## config.mk

```make
export PLATFORM = sky130hd
export DESIGN_NAME = axi_dma_ring_sequencer
export DESIGN_NICKNAME = d
export VERILOG_FILES = /design/src/rtl/axi_dma_pkg.sv /design/src/rtl/axi_dma_ring_sequencer.sv
export SDC_FILE = /design/constraint.sdc
export NUM_CORES = 1
export LEC_CHECK = 0
export ABC_AREA = 1
export BUFFER_PORTS_ARGS = -buffer_cell sky130_fd_sc_hd__buf_2
export CELL_PAD_IN_SITES_DETAIL_PLACEMENT = 0
export CELL_PAD_IN_SITES_GLOBAL_PLACEMENT = 2
export CORE_MARGIN = 3
export CORE_UTILIZATION = 30
export DETAILED_ROUTE_END_ITERATION = 8
export GPL_ROUTABILITY_DRIVEN = 0
export HOLD_SLACK_MARGIN = 0.12
export PLACE_DENSITY_LB_ADDON = 0.1
export RECOVER_POWER = 50
export SETUP_SLACK_MARGIN = 0.02
export SLEW_MARGIN = 30
export SYNTH_ARGS = -nofsm -noshare
export SYNTH_HDL_FRONTEND = slang
export SYNTH_SLANG_ARGS = --single-unit
```

## constraint.sdc

```tcl
create_clock -name clk -period 4.22 [get_ports clk]
set_input_delay 1.266 -clock clk [delete_from_list [all_inputs] [get_ports clk]]
set_output_delay 1.266 -clock clk [all_outputs]
set_load 0.02 [all_outputs]
```

## src/rtl/axi_dma_pkg.sv

```systemverilog
// rtl/axi_dma_pkg.sv - shared types and constants for the DMA ring sequencer
//
// Purpose: sequencer state encoding, DRAM burst alignment and the writer
// acknowledge timeout used by axi_dma_ring_sequencer.
// Ports: none (package).

package axi_dma_pkg;

  // Addresses and chunk sizes are multiples of 128 bytes.
  localparam int DMA_ALIGN_BITS = 7;

  // Cycles ACK waits for txn_busy before declaring the writer dead.
  localparam int ACK_TIMEOUT = 4;

  typedef enum logic [2:0] {
    IDLE,
    ISSUE,
    ACK,
    RUN,
    FULL
  } state_t;

endpackage

```

## src/rtl/axi_dma_ring_sequencer.sv

```systemverilog
// rtl/axi_dma_ring_sequencer.sv - issues one DMA writer transaction per ring chunk
//
// Purpose: streams data into a circular ring of fixed-size DRAM chunks by
// driving the writer's txn_* control ports, wrapping the chunk address,
// counting completed-but-unreleased chunks and stalling when the ring is full.
//
// Ports:
//   clk, reset          clock, synchronous active-high reset
//   cfg_base            ring base byte address (bits 6:0 ignored)
//   cfg_chunk_bytes     chunk size in bytes (bits 6:0 ignored)
//   cfg_chunk_count     chunks in the ring
//   enable              level, run while high
//   release_chunk       one-cycle pulse, software consumed one chunk
//   txn_addr/txn_count  writer transaction address and byte count
//   txn_start           one-cycle writer start pulse
//   txn_busy            writer busy
//   running             high while not IDLE
//   chunk_done          one-cycle pulse per completed chunk
//   wr_index            index of the next chunk to be written
//   fill                completed chunks not yet released
//   stall_cycles        cycles spent FULL since the last start
//   err                 sticky error flag

module axi_dma_ring_sequencer
  import axi_dma_pkg::*;
#(
  parameter int IDXW = 16
) (
  input  logic            clk,
  input  logic            reset,
  input  logic [31:0]     cfg_base,
  input  logic [31:0]     cfg_chunk_bytes,
  input  logic [IDXW-1:0] cfg_chunk_count,
  input  logic            enable,
  input  logic            release_chunk,
  output logic [31:0]     txn_addr,
  output logic [31:0]     txn_count,
  output logic            txn_start,
  input  logic            txn_busy,
  output logic            running,
  output logic            chunk_done,
  output logic [IDXW-1:0] wr_index,
  output logic [IDXW-1:0] fill,
  output logic [31:0]     stall_cycles,
  output logic            err
);

  localparam int AB = DMA_ALIGN_BITS;

  state_t          state_q, state_d;
  logic [31:0]     base_q, base_d;
  logic [31:0]     chunk_q, chunk_d;
  logic [31:0]     addr_q, addr_d;
  logic [31:0]     stall_q, stall_d;
  logic [IDXW-1:0] count_q, count_d;
  logic [IDXW-1:0] idx_q, idx_d;
  logic [IDXW-1:0] fill_q, fill_d;
  logic [2:0]      ack_q, ack_d;
  logic            err_q, err_d;
  logic            block_q, block_d;
  logic            done_q, done_d;
  logic            start_q;
  logic            comp;
  logic            cfg_bad;
  logic            unused_cfg_bits;

  assign unused_cfg_bits = ^{cfg_base[AB-1:0], cfg_chunk_bytes[AB-1:0]};

  // The writer has finished the chunk this cycle.
  assign comp    = (state_q == RUN) && !txn_busy;
  assign cfg_bad = (cfg_chunk_count == '0) || (cfg_chunk_bytes[22:AB] == '0);

  always_comb begin
    state_d = state_q;
    base_d  = base_q;
    chunk_d = chunk_q;
    addr_d  = addr_q;
    stall_d = stall_q;
    count_d = count_q;
    idx_d   = idx_q;
    fill_d  = fill_q;
    ack_d   = ack_q;
    err_d   = err_q;
    block_d = block_q;
    done_d  = 1'b0;

    // A rejected start or dead writer holds off restarts until enable drops.
    if (!enable) block_d = 1'b0;

    // A release coinciding with a completion cancels out: the released
    // chunk is the one that just finished.
    if (release_chunk) begin
      if (!comp) begin
        if (fill_q != '0) fill_d = fill_q - IDXW'(1);
        else              err_d  = 1'b1;
      end
    end else if (comp) begin
      fill_d = fill_q + IDXW'(1);
    end

    case (state_q)
      IDLE: begin
        if (enable && !block_q) begin
          base_d  = {cfg_base[31:AB], {AB{1'b0}}};
          chunk_d = {cfg_chunk_bytes[31:AB], {AB{1'b0}}};
          count_d = cfg_chunk_count;
          if (cfg_bad) begin
            err_d   = 1'b1;
            block_d = 1'b1;
          end else begin
            addr_d  = {cfg_base[31:AB], {AB{1'b0}}};
            idx_d   = '0;
            fill_d  = '0;
            stall_d = '0;
            err_d   = 1'b0;
            state_d = ISSUE;
          end
        end
      end
      ISSUE: begin
        ack_d   = '0;
        state_d = ACK;
      end
      ACK: begin
        if (txn_busy) begin
          state_d = RUN;
        end else if (ack_q == 3'(ACK_TIMEOUT - 1)) begin
          err_d   = 1'b1;
          block_d = 1'b1;
          state_d = IDLE;
        end else begin
          ack_d = ack_q + 3'd1;
        end
      end
      RUN: begin
        if (comp) begin
          done_d = 1'b1;
          if (idx_q == count_q - IDXW'(1)) begin
            idx_d  = '0;
            addr_d = base_q;
          end else begin
            idx_d  = idx_q + IDXW'(1);
            addr_d = addr_q + chunk_q;
          end
          if (enable && (fill_d < count_q)) state_d = ISSUE;
          else if (enable)                  state_d = FULL;
          else                              state_d = IDLE;
        end
      end
      FULL: begin
        if (stall_q != 32'hFFFF_FFFF) stall_d = stall_q + 32'd1;
        if (enable && (fill_q < count_q)) state_d = ISSUE;
        else if (!enable)                 state_d = IDLE;
      end
      default: state_d = IDLE;
    endcase
  end

  always_ff @(posedge clk) begin
    if (reset) begin
      state_q <= IDLE;
      base_q  <= '0;
      chunk_q <= '0;
      addr_q  <= '0;
      stall_q <= '0;
      count_q <= '0;
      idx_q   <= '0;
      fill_q  <= '0;
      ack_q   <= '0;
      err_q   <= 1'b0;
      block_q <= 1'b0;
      done_q  <= 1'b0;
      start_q <= 1'b0;
    end else begin
      state_q <= state_d;
      base_q  <= base_d;
      chunk_q <= chunk_d;
      addr_q  <= addr_d;
      stall_q <= stall_d;
      count_q <= count_d;
      idx_q   <= idx_d;
      fill_q  <= fill_d;
      ack_q   <= ack_d;
      err_q   <= err_d;
      block_q <= block_d;
      done_q  <= done_d;
      start_q <= (state_d == ISSUE);
    end
  end

  assign txn_addr     = addr_q;
  assign txn_count    = chunk_q;
  assign txn_start    = start_q;
  assign running      = (state_q != IDLE);
  assign chunk_done   = done_q;
  assign wr_index     = idx_q;
  assign fill         = fill_q;
  assign stall_cycles = stall_q;
  assign err          = err_q;

endmodule

```

# [Word level (Yosys, flattened, before mapping)]
# Index checks and enable logic that the tools add are counted.
[classes] bitwise=1 n_reduce_logical=20 magnitude_cmp=2 shifts=0 n_addsub=7 n_div=0 mul=0 n_mux=49 n_eq_ne=14
[ops] operator="$mux W32" count=7
[ops] operator="$mux W16" count=11
[ops] operator="$pmux W32 S2" count=2
[ops] operator="$mux W3" count=11
[ops] operator="$add A16 B1 Y16 const B" count=2
[ops] operator="$add A32 B1 Y32 const B" count=1
[ops] operator="$add A32 B32 Y32" count=1
[ops] operator="$logic_not A16 Y1" count=2
[ops] operator="$lt A16 B16 Y1" count=2
[ops] operator="$ne A32 B32 Y1 const B" count=1
[ops] operator="$pmux W16 S2" count=1
[ops] operator="$sub A16 B1 Y16 const B" count=2
[ops] operator="$eq A16 B16 Y1" count=1
[ops] operator="$reduce_bool A16 Y1" count=1
[ops] operator="$pmux W3 S5" count=1
[ops] operator="$mux W1" count=13
[ops] operator="$ne A2 B2 Y1 const B" count=6
[ops] operator="$eq A3 B2 Y1 const B" count=3
[ops] operator="$reduce_and A4 Y1" count=2
[ops] operator="$eq A3 B1 Y1 const B" count=2
[ops] operator="$pmux W3 S2" count=1
[ops] operator="$reduce_bool A2 Y1" count=3
[ops] operator="$logic_and A1 B1 Y1" count=4
[ops] operator="$pmux W1 S2" count=2
[ops] operator="10 further kinds" count=11
[word_totals] wordCells=106 memories=0 out_inout_bits=132 latch_bits=0 inputBits=85 mem_bits_rw=0 mem_bits_ro=0 reg_bits=172

# [Longest topological paths before layout]
# Gate-level depths: netlist (run 1).
[depth] ltp_word=10 mapped_depth=23 ltp_nobuf=23

# [Worst setup path after synthesis (run 1)]
# OpenSTA, ideal clock, no wires.
[synth_timing] path_type="input to register" from="input port txn_busy" to="register start_q, in the netlist txn_start" n_path_buf=0 setup_slack_ns=0.695 required_ns=4.155 setup_ns=0.065 arrival_ns=3.460 path_stages=18 cell_sequence="nor2_1 nand2_1 nor2_1 nand2_1 nor3_1 inv_1 o22ai_1 xor2_1 inv_1 ha_1 a21oi_1 nor2_1 a211oi_1 o221a_2 nand3_1 nand2_1 nand2_1 nor2_1"
[synth_via] elab_chain_len=10 word_cells_on_any_way=12 cone_classes="order compare (1); eq/ne (1); mux (7); reduce/logical (3)"
[synth_rtl] element="start, declared" line_no="axi_dma_ring_sequencer.sv:39" source="input logic txn_busy,"
[synth_rtl] element="$logic_not A1 Y1" line_no="axi_dma_ring_sequencer.sv:70" source="assign comp = (state_q == RUN) && !txn_busy;"
[synth_rtl] element="$logic_and A1 B1 Y1" line_no="axi_dma_ring_sequencer.sv:70"
[synth_rtl] element="$mux W16 (on tied branches)" line_no="axi_dma_ring_sequencer.sv:97, axi_dma_ring_sequencer.sv:93"
[synth_rtl] element="$mux W16" line_no="axi_dma_ring_sequencer.sv:92" source="if (release_chunk) begin"
[synth_rtl] element="$lt A16 B16 Y1" line_no="axi_dma_ring_sequencer.sv:145" source="if (enable && (fill_d < count_q)) state_d = ISSUE;"
[synth_rtl] element="$logic_and A1 B1 Y1" line_no="axi_dma_ring_sequencer.sv:145"
[synth_rtl] element="$mux W3" line_no="axi_dma_ring_sequencer.sv:145"
[synth_rtl] element="$mux W3" line_no="axi_dma_ring_sequencer.sv:136" source="if (comp) begin"
[synth_rtl] element="$pmux W3 S5 *" line_no="axi_dma_ring_sequencer.sv:101" source="case (state_q)"
[synth_rtl] element="$eq A3 B1 Y1 *" line_no="axi_dma_ring_sequencer.sv:187" source="start_q <= (state_d == ISSUE);"
[synth_rtl] element="end signal, assigned" line_no="axi_dma_ring_sequencer.sv:187"
[synth_rtl] element="end, declared" line_no="axi_dma_ring_sequencer.sv:62" source="logic start_q;"
# Every way passes the cells marked *; elsewhere a longest branch is shown, timed or not.
# A chain may end at the register's enable or synchronous reset.

# [Final worst setup path (run 1)]
# Ends and elaborated chain as after synthesis.

==> impl_metrics.csv, run 1 <==
group,metric,value,unit
floorplan,dieArea,37100,um^2
timing,min_period,3.51,ns
timing,report.final.slew_viol_count,85,
pwr,pwr-share-comb,0.485,
critical_path,path_delay_family,"simple AND/OR/NAND/NOR gates",
timing,timing.fmax,285,MHz
pwr,p_clk_frac,0.216,
pwr,power.internal,0.00389,W
clocking,cts_hold_buf,0,
timing,relSlewSlack,-0.192,
clocking,cts_made_buffers,17,
critical_path,cp-start-kind,"input pin",
timing,fin_setup_tns,0,ns
place,io_buffers,188,
floorplan,die-width,193,um
detailed_routing,ant_nets,0,
grt,antenna_found_initial,1,
floorplan,rows,67,
yosys,synth-seq-cells,165,
detailed_routing,viasPerCell,4.83,
timing,tightestPinTransition,1.79,ns
cells_and_area,nNetsFinal,1867,
yosys,synth_cells,1549,
pwr,vdd_drop_max,315,uV
pwr,net-switching-power,0.00339,W
clocking,cts_buffer_depth,2,
critical_path,crit_path_max_incr_delay,0.29,ns
place,dp.final_hpwl,27900,um
yosys,synthArstFlopShare,0,
critical_path,path_max_fanout,4,
clocking,cts_setup_buffers,0,
yosys,ys_warn_count,0,
timing,fin_worst_skew,0.0107,ns
floorplan,pin_count,217,
clocking,insertion_delay,0.44,ns
timing,period_share,0.831,
critical_path,slowest_stage,"ha_1",
yosys,synth_edf_count,0,
critical_path,path_buf_inv,3,
critical_path,cp_cell_sequence,"clkbuf_1, nor2_1, nand2_1, nor2_1, nand2_1, nor3_1, inv_1, o22ai_1, xor2_1, inv_1, ha_1, a21oi_1, nor2_1, a211oi_1, o221a_2, nand3_1, nand2_1, nand2_1, nor2_1",
yosys,yosysTopAreaCellShare,0.316,
hold_path,hold_path_class,"reg2reg",
pwr,p_seq_frac,0.300,
yosys,synth-seq-area-share,0.316,
pwr,power_density,594,nW/um^2
detailed_routing,wire_per_inst,16.9,um
floorplan,core_area,34000,um^2
yosys,synth.distinct_cells,52,
grt,grt_pass1_wl,57800,um
run_status,status,"finished, violations left",
cells_and_area,drive_gt1_frac,0.0929,
clocking,numClockSinks,165,
pwr,swShare,0.465,
critical_path,r2r_slack,0.93,ns
place,pre_cts_slack,0.271,ns
detailed_routing,drt_iter0_markers,512,
cells_and_area,syn2layout_area_growth,17.1,%
floorplan,initial_core_util,0.308,
clocking,path_clk_slew,0.07,ns
yosys,syn_area,10500,um^2
critical_path,arrival,3.89,ns
critical_path,critPathKind,"in2reg",
timing,setup-violations-final,0,
grt,grt_usage,0.198,
critical_path,critPathRequiredTime,4.60,ns
timing,rsz0062_at_grt,"false",
floorplan,fp.dieH,193,um
detailed_routing,drt-pass1-iter-count,5,
timing,setup_slack,0.714,ns
grt,grt_pass1_vias,10400,
detailed_routing,drc,0,
clocking,cts_resized,0,
pwr,cellLeakagePower,5.18,nW
grt,gr-total-overflow,0,
timing,finalHoldViolCount,0,
grt,grt_start_max_net_pins,85,
detailed_routing,routed_wl,36900,um
yosys,synth_area_per_cell,6.75,um^2
run_status,violations,"max-capacitance violations, max-slew violations",
clocking,htreeDepth,4,
yosys,synth_ff_type,"dfxtp_1",
cells_and_area,diodes,0,
detailed_routing,via_count,10500,
yosys,synthTopCellsByArea,"dfxtp_1 (32%), nand2_1 (9.8%), nor2_1 (9.0%)",
clocking,clockRootBuffer,"clkbuf_16",
critical_path,end_kind,"flop",
clocking,cts_tree,"built",
yosys,synth_top_cell_by_area,"dfxtp_1",
run,max_cap_viol_count,1,
==> layout by cell type (no fill, tap or decap), drive strengths merged, types with 3 or more instances in the layout <==
cell type / instances
o21ai: 123
o41ai: 3
nor2: 262
dfxtp: 165
nand2: 278
o2111ai: 3
clkinv: 11
nand4: 22
xor2: 60
nor4: 27
o21bai: 6
o22ai: 3
nand3: 89
a21oi: 138
conb: 14
o32ai: 3
xnor2: 24
a31oi: 3
buf: 101
ha: 61
a211oi: 7
clkbuf: 124
nor3b: 3
nor3: 28
inv: 149
==> synthesized netlist by cell type, types with 2 or more instances <==
master	number
inv_1	141
a211oi_1	7
buf_2	5
a21o_1	2
inv_2	5
o21ai_0	122
o211ai_1	2
a221oi_1	2
o221ai_1	2
a31oi_1	3
nand3_2	3
dfxtp_1	165
xor2_1	60
o2111ai_1	3
o41ai_1	3
clkbuf_1	42
clkinv_1	4
nor3b_1	3
nand4_1	22
nand2_2	3
o21bai_1	6
nand3_1	86
a21oi_1	137
nor2_2	6
o22ai_1	3
xnor2_1	24
nand3b_1	2
nand2_1	274
buf_4	19
nor2_4	4
o31ai_1	2
nor3_1	28
ha_1	61
nor4_1	26
o211a_1	2
nor2_1	252
o32ai_1	3
==> cells by family after synthesis <==
kind of cell / count (synthesis) / synth area share
simple gates: 716 / 0.294
other cells: 1 / 0.000359
buf+inv: 217 / 0.0860
flops: 165 / 0.316
fa+ha+maj: 62 / 0.0749
compound gates: 304 / 0.158
xor+xnor: 84 / 0.0703
==> flip-flops by register name, indices dropped and copies added, names as in the netlist <==
signal        cells
ack_q             3
base_q           25
block_q           1
chunk_done        1
count_q          16
err               1
fill             16
stall_cycles     32
state_q           3
txn_addr         25
txn_count        25
txn_start         1
wr_index         16
==> metrics by stage <==
step / util / total power (W) / std cells / cell area, um^2 / hold WS, ns
2_1_floorplan: - / 0.00470 / 1562 / 10500 / 0.435
3_5_place_dp: 0.348 / 0.00579 / 2149 / 11800 / 0.463
3_3_place_gp: 0.348 / 0.00577 / 2149 / 11800 / 0.453
6_report: 0.361 / 0.00728 / 2181 / 12300 / 0.471
5_1_grt: 0.361 / 0.00794 / 2181 / 12300 / 0.506
4_1_cts: 0.365 / 0.00741 / 2181 / 12400 / 0.475
==> metal layers <==
layer  GRT usage  up-vias  part of all wire  routed length (um)
met5           0        -           0.00035                  13
met4      0.0375        2            0.0091                 335
met3      0.0389       22             0.041                1530
met2       0.324      196              0.45               16800
met1       0.274     4858              0.49               18200
li1            -     5462                 -                   -
==> cell type report <==
class,count,area (um^2)
well taps,448,561
clock buffers,19,453
multi-input cells,1180,6300
flip-flops and latches,165,3300
fillers,3818,21700
inverters,150,563
clock inverters,13,124
repair buffers,206,943
==> worst min-delay path, stage by stage, from the launching register on <==
cell and delay [ns]:
dfxtp_1 0.31, nand2_1 0.06, a21oi_1 0.05
==> power by group through the flow <==
stage / Clock (W) / Combinational [W] / Sequential [W]
5_1_grt: 0.00168 / 0.00403 / 0.00223
3_3_place_gp: 0 / 0.00356 / 0.00221
2_1_floorplan: 0 / 0.00239 / 0.00231
6_report: 0.00157 / 0.00353 / 0.00218
3_5_place_dp: 0 / 0.00358 / 0.00221
4_1_cts: 0.00163 / 0.00361 / 0.00218
==> path summary, 6_finish.rpt <==
check / start / endpoint / cells after the start
setup / recovery: txn_busy / txn_start / 19
hold / removal: ack_q[1] / ack_q[1] / 2
setup reg to reg: fill[0] / txn_start / 21
hold reg to reg: ack_q[1] / ack_q[1] / 2
(Power assumes the default switching activity.)
==> inputs of run 2 (changes only) <==
==> constraint.sdc (replaced) <==
create_clock -name clk -period 3.6 [get_ports clk]
set_input_delay 1.08 -clock clk [delete_from_list [all_inputs] [get_ports clk]]
set_output_delay 1.08 -clock clk [all_outputs]
set_load 0.02 [all_outputs]
==> run 2 against run 1 <==
  * The flow still finishes with violations (max-capacitance violations, max-slew violations)
  * Count of clock-buffer cells in the layout grew 2
  * Design area grew 0.64%
  * Sequential cell count is the same
  * Total power grew 18%
  * Sequential share of layout area shrank 0.17 points
  * Sequential power grew 17%
  * Critical endpoint unchanged
  * Largest cell class unchanged
  * Largest power group unchanged
==> impl_metrics.csv, run 2 (same netlist as run 1, synthesis figures left out) <==
group,metric,value,unit
critical_path,path_max_fanout,8,
run_status,violations,"max-capacitance violations, max-slew violations",
critical_path,critPathRequiredTime,3.92,ns
clocking,cts_made_buffers,17,
grt,grt_pass1_wl,58000,um
cells_and_area,final_core_util,0.363,
clocking,cts_hold_buf,0,
floorplan,pin_count,217,
cells_and_area,diodes,0,
floorplan,initial_core_util,0.308,
cells_and_area,syn2layout_area_growth,17.9,%
timing,rsz0062_at_grt,"false",
clocking,htreeDepth,4,
critical_path,slowest_stage,"dfxtp_1",
critical_path,crit_path_max_incr_delay,0.47,ns
cells_and_area,largest_reg_flops,32,
clocking,insertion_delay,0.45,ns
detailed_routing,met2WireLength,16600,um
cells_and_area,stdcell_area,12300,um^2
place,pre_cts_slack,-0.0667,ns
clocking,cts_resized,0,
hold_path,hold_path_class,"reg2reg",
floorplan,fp.dieH,193,um
pwr,cellLeakagePower,5.22,nW
floorplan,die-width,193,um
cells_and_area,drive_gt1_frac,0.0936,
run,max_cap_viol_count,1,
timing,min_period,3.27,ns
clocking,cts_tree,"built",
clocking,cts_buffer_depth,2,
grt,gr-total-overflow,0,
floorplan,rows,67,
clocking,clockRootBuffer,"clkbuf_16",
timing,timing.fmax,305,MHz
timing,fin_worst_skew,0.0109,ns
grt,grt_pass1_vias,10400,
detailed_routing,routed.top_layer,"met5",
place,io_buffers,188,
timing,setup_slack,0.326,ns
critical_path,arrival,3.59,ns
timing,period_share,0.910,
place,place_area,11900,um^2
pwr,power_density,695,nW/um^2
timing,relSlewSlack,-0.167,
grt,grt_usage,0.200,
critical_path,cp-start-kind,"flop",
timing,report.final.slew_viol_count,85,
cells_and_area,fillerInstances,3811,
detailed_routing,drc,0,
detailed_routing,ant_nets,0,
cells_and_area,multi_input_area,6300,um^2
critical_path,cp_cell_sequence,"inv_1, ha_1, nand2_1, nor2_1, nand4_1, nand2_1, o32ai_1, o2111ai_1, xor2_1, inv_1, ha_1, nand4_1, nor3_1, nand2_1, nand3_1, nand2_1, nand2_1, nor2_1",
critical_path,critPathKind,"reg2reg",
pwr,vdd_drop_max,402,uV
clocking,cts_setup_buffers,0,
clocking,numClockSinks,165,
detailed_routing,wire_per_inst,16.7,um
detailed_routing,via_count,10700,
detailed_routing,drt_iter0_markers,579,
cells_and_area,layout_commonest_cell,"nand2_1",
grt,antenna_found_initial,1,
detailed_routing,dr_wl_met3,1470,um
clocking,path_clk_slew,0.07,ns
timing,tightestPinTransition,1.75,ns
cells_and_area,seq_area,3300,um^2
grt,grt_start_max_net_pins,85,
detailed_routing,met1_length,18000,um
floorplan,core_area,34000,um^2
timing,setup-violations-final,0,
cells_and_area,nNetsFinal,1878,
detailed_routing,routed_wl,36700,um
run_status,status,"finished, violations left",
timing,holdWs,0.460,ns
timing,finalHoldViolCount,0,
place,dp.final_hpwl,28000,um
floorplan,dieArea,37100,um^2
cells_and_area,layout_common_cells,"nand2_1 (273), nor2_1 (253), dfxtp_1 (165)",
detailed_routing,drt-pass1-iter-count,5,
detailed_routing,viasPerCell,4.87,
critical_path,critPathMostFrequentCell,"nand2_1",
critical_path,end_kind,"flop",
==> run 2: cell count changes in the layout (fill, tap and decap cells not counted), sizes merged <==
cell | before | now
inv | 149 | 147
clkbuf | 124 | 132
bufinv | 1 | 2
clkinvlp | 2 | 0
buf | 101 | 106
clkinv | 11 | 10
==> run 2: final timing paths <==
| kind | to | start | slack (ns) | cells past startpoint |
|---|---|---|---|---|
| hold reg to reg | ack_q[2] | ack_q[2] | 0.46 | 2 |
| setup reg to reg | txn_start | fill[1] | 0.33 | 18 |
| setup / recovery | txn_start | fill[1] | 0.33 | 18 |
| hold / removal | ack_q[2] | ack_q[2] | 0.46 | 2 |
==> run 2: cell type report <==
class / count / area share
sequential: 165 / 0.268
clock inverter: 9 / 0.00832
tap: 448 / 0.0455
multi-input combinational: 1180 / 0.511
inverter: 150 / 0.0457
clock buffer: 21 / 0.0382
timing repair buffer: 217 / 0.0832
==> run 2: routing by layer <==
layer	up-vias	global-route usage
met3	33	0.0354
met1	4952	0.278
li1	5483	-
met4	2	0.0563
met2	197	0.316
met5	-	0
==> run 2: metrics by stage <==
stage               std cells  power (W)  setup TNS [ns]
global route             2190    0.00939               0
detailed placement       2160    0.00682         -0.0667
finish                   2190    0.00856               0
CTS                      2190    0.00873               0
floorplan                1562    0.00551               0
global placement         2160    0.00681          -0.109
==> run 2: worst max-delay path, delay by kind of cell (launching register included) <==
kind / cells / cell delay [ns]
AND/OR/NAND/NOR: 11 / 1.27
AO/OA/AOI/OAI: 2 / 0.52
adder cells (fa/ha/maj): 2 / 0.51
flip-flops: 1 / 0.47
XOR/XNOR: 1 / 0.23
buffers and inverters: 2 / 0.15
==> run 2: report_power, final <==
| group | switching [W] | internal (W) | total (W) |
|---|---|---|---|
| clock network | 0.000800 | 0.00107 | 0.00187 |
| logic | 0.00273 | 0.00143 | 0.00416 |
| registers | 0.000367 | 0.00217 | 0.00254 |
| total | 0.00390 | 0.00467 | 0.00856 |
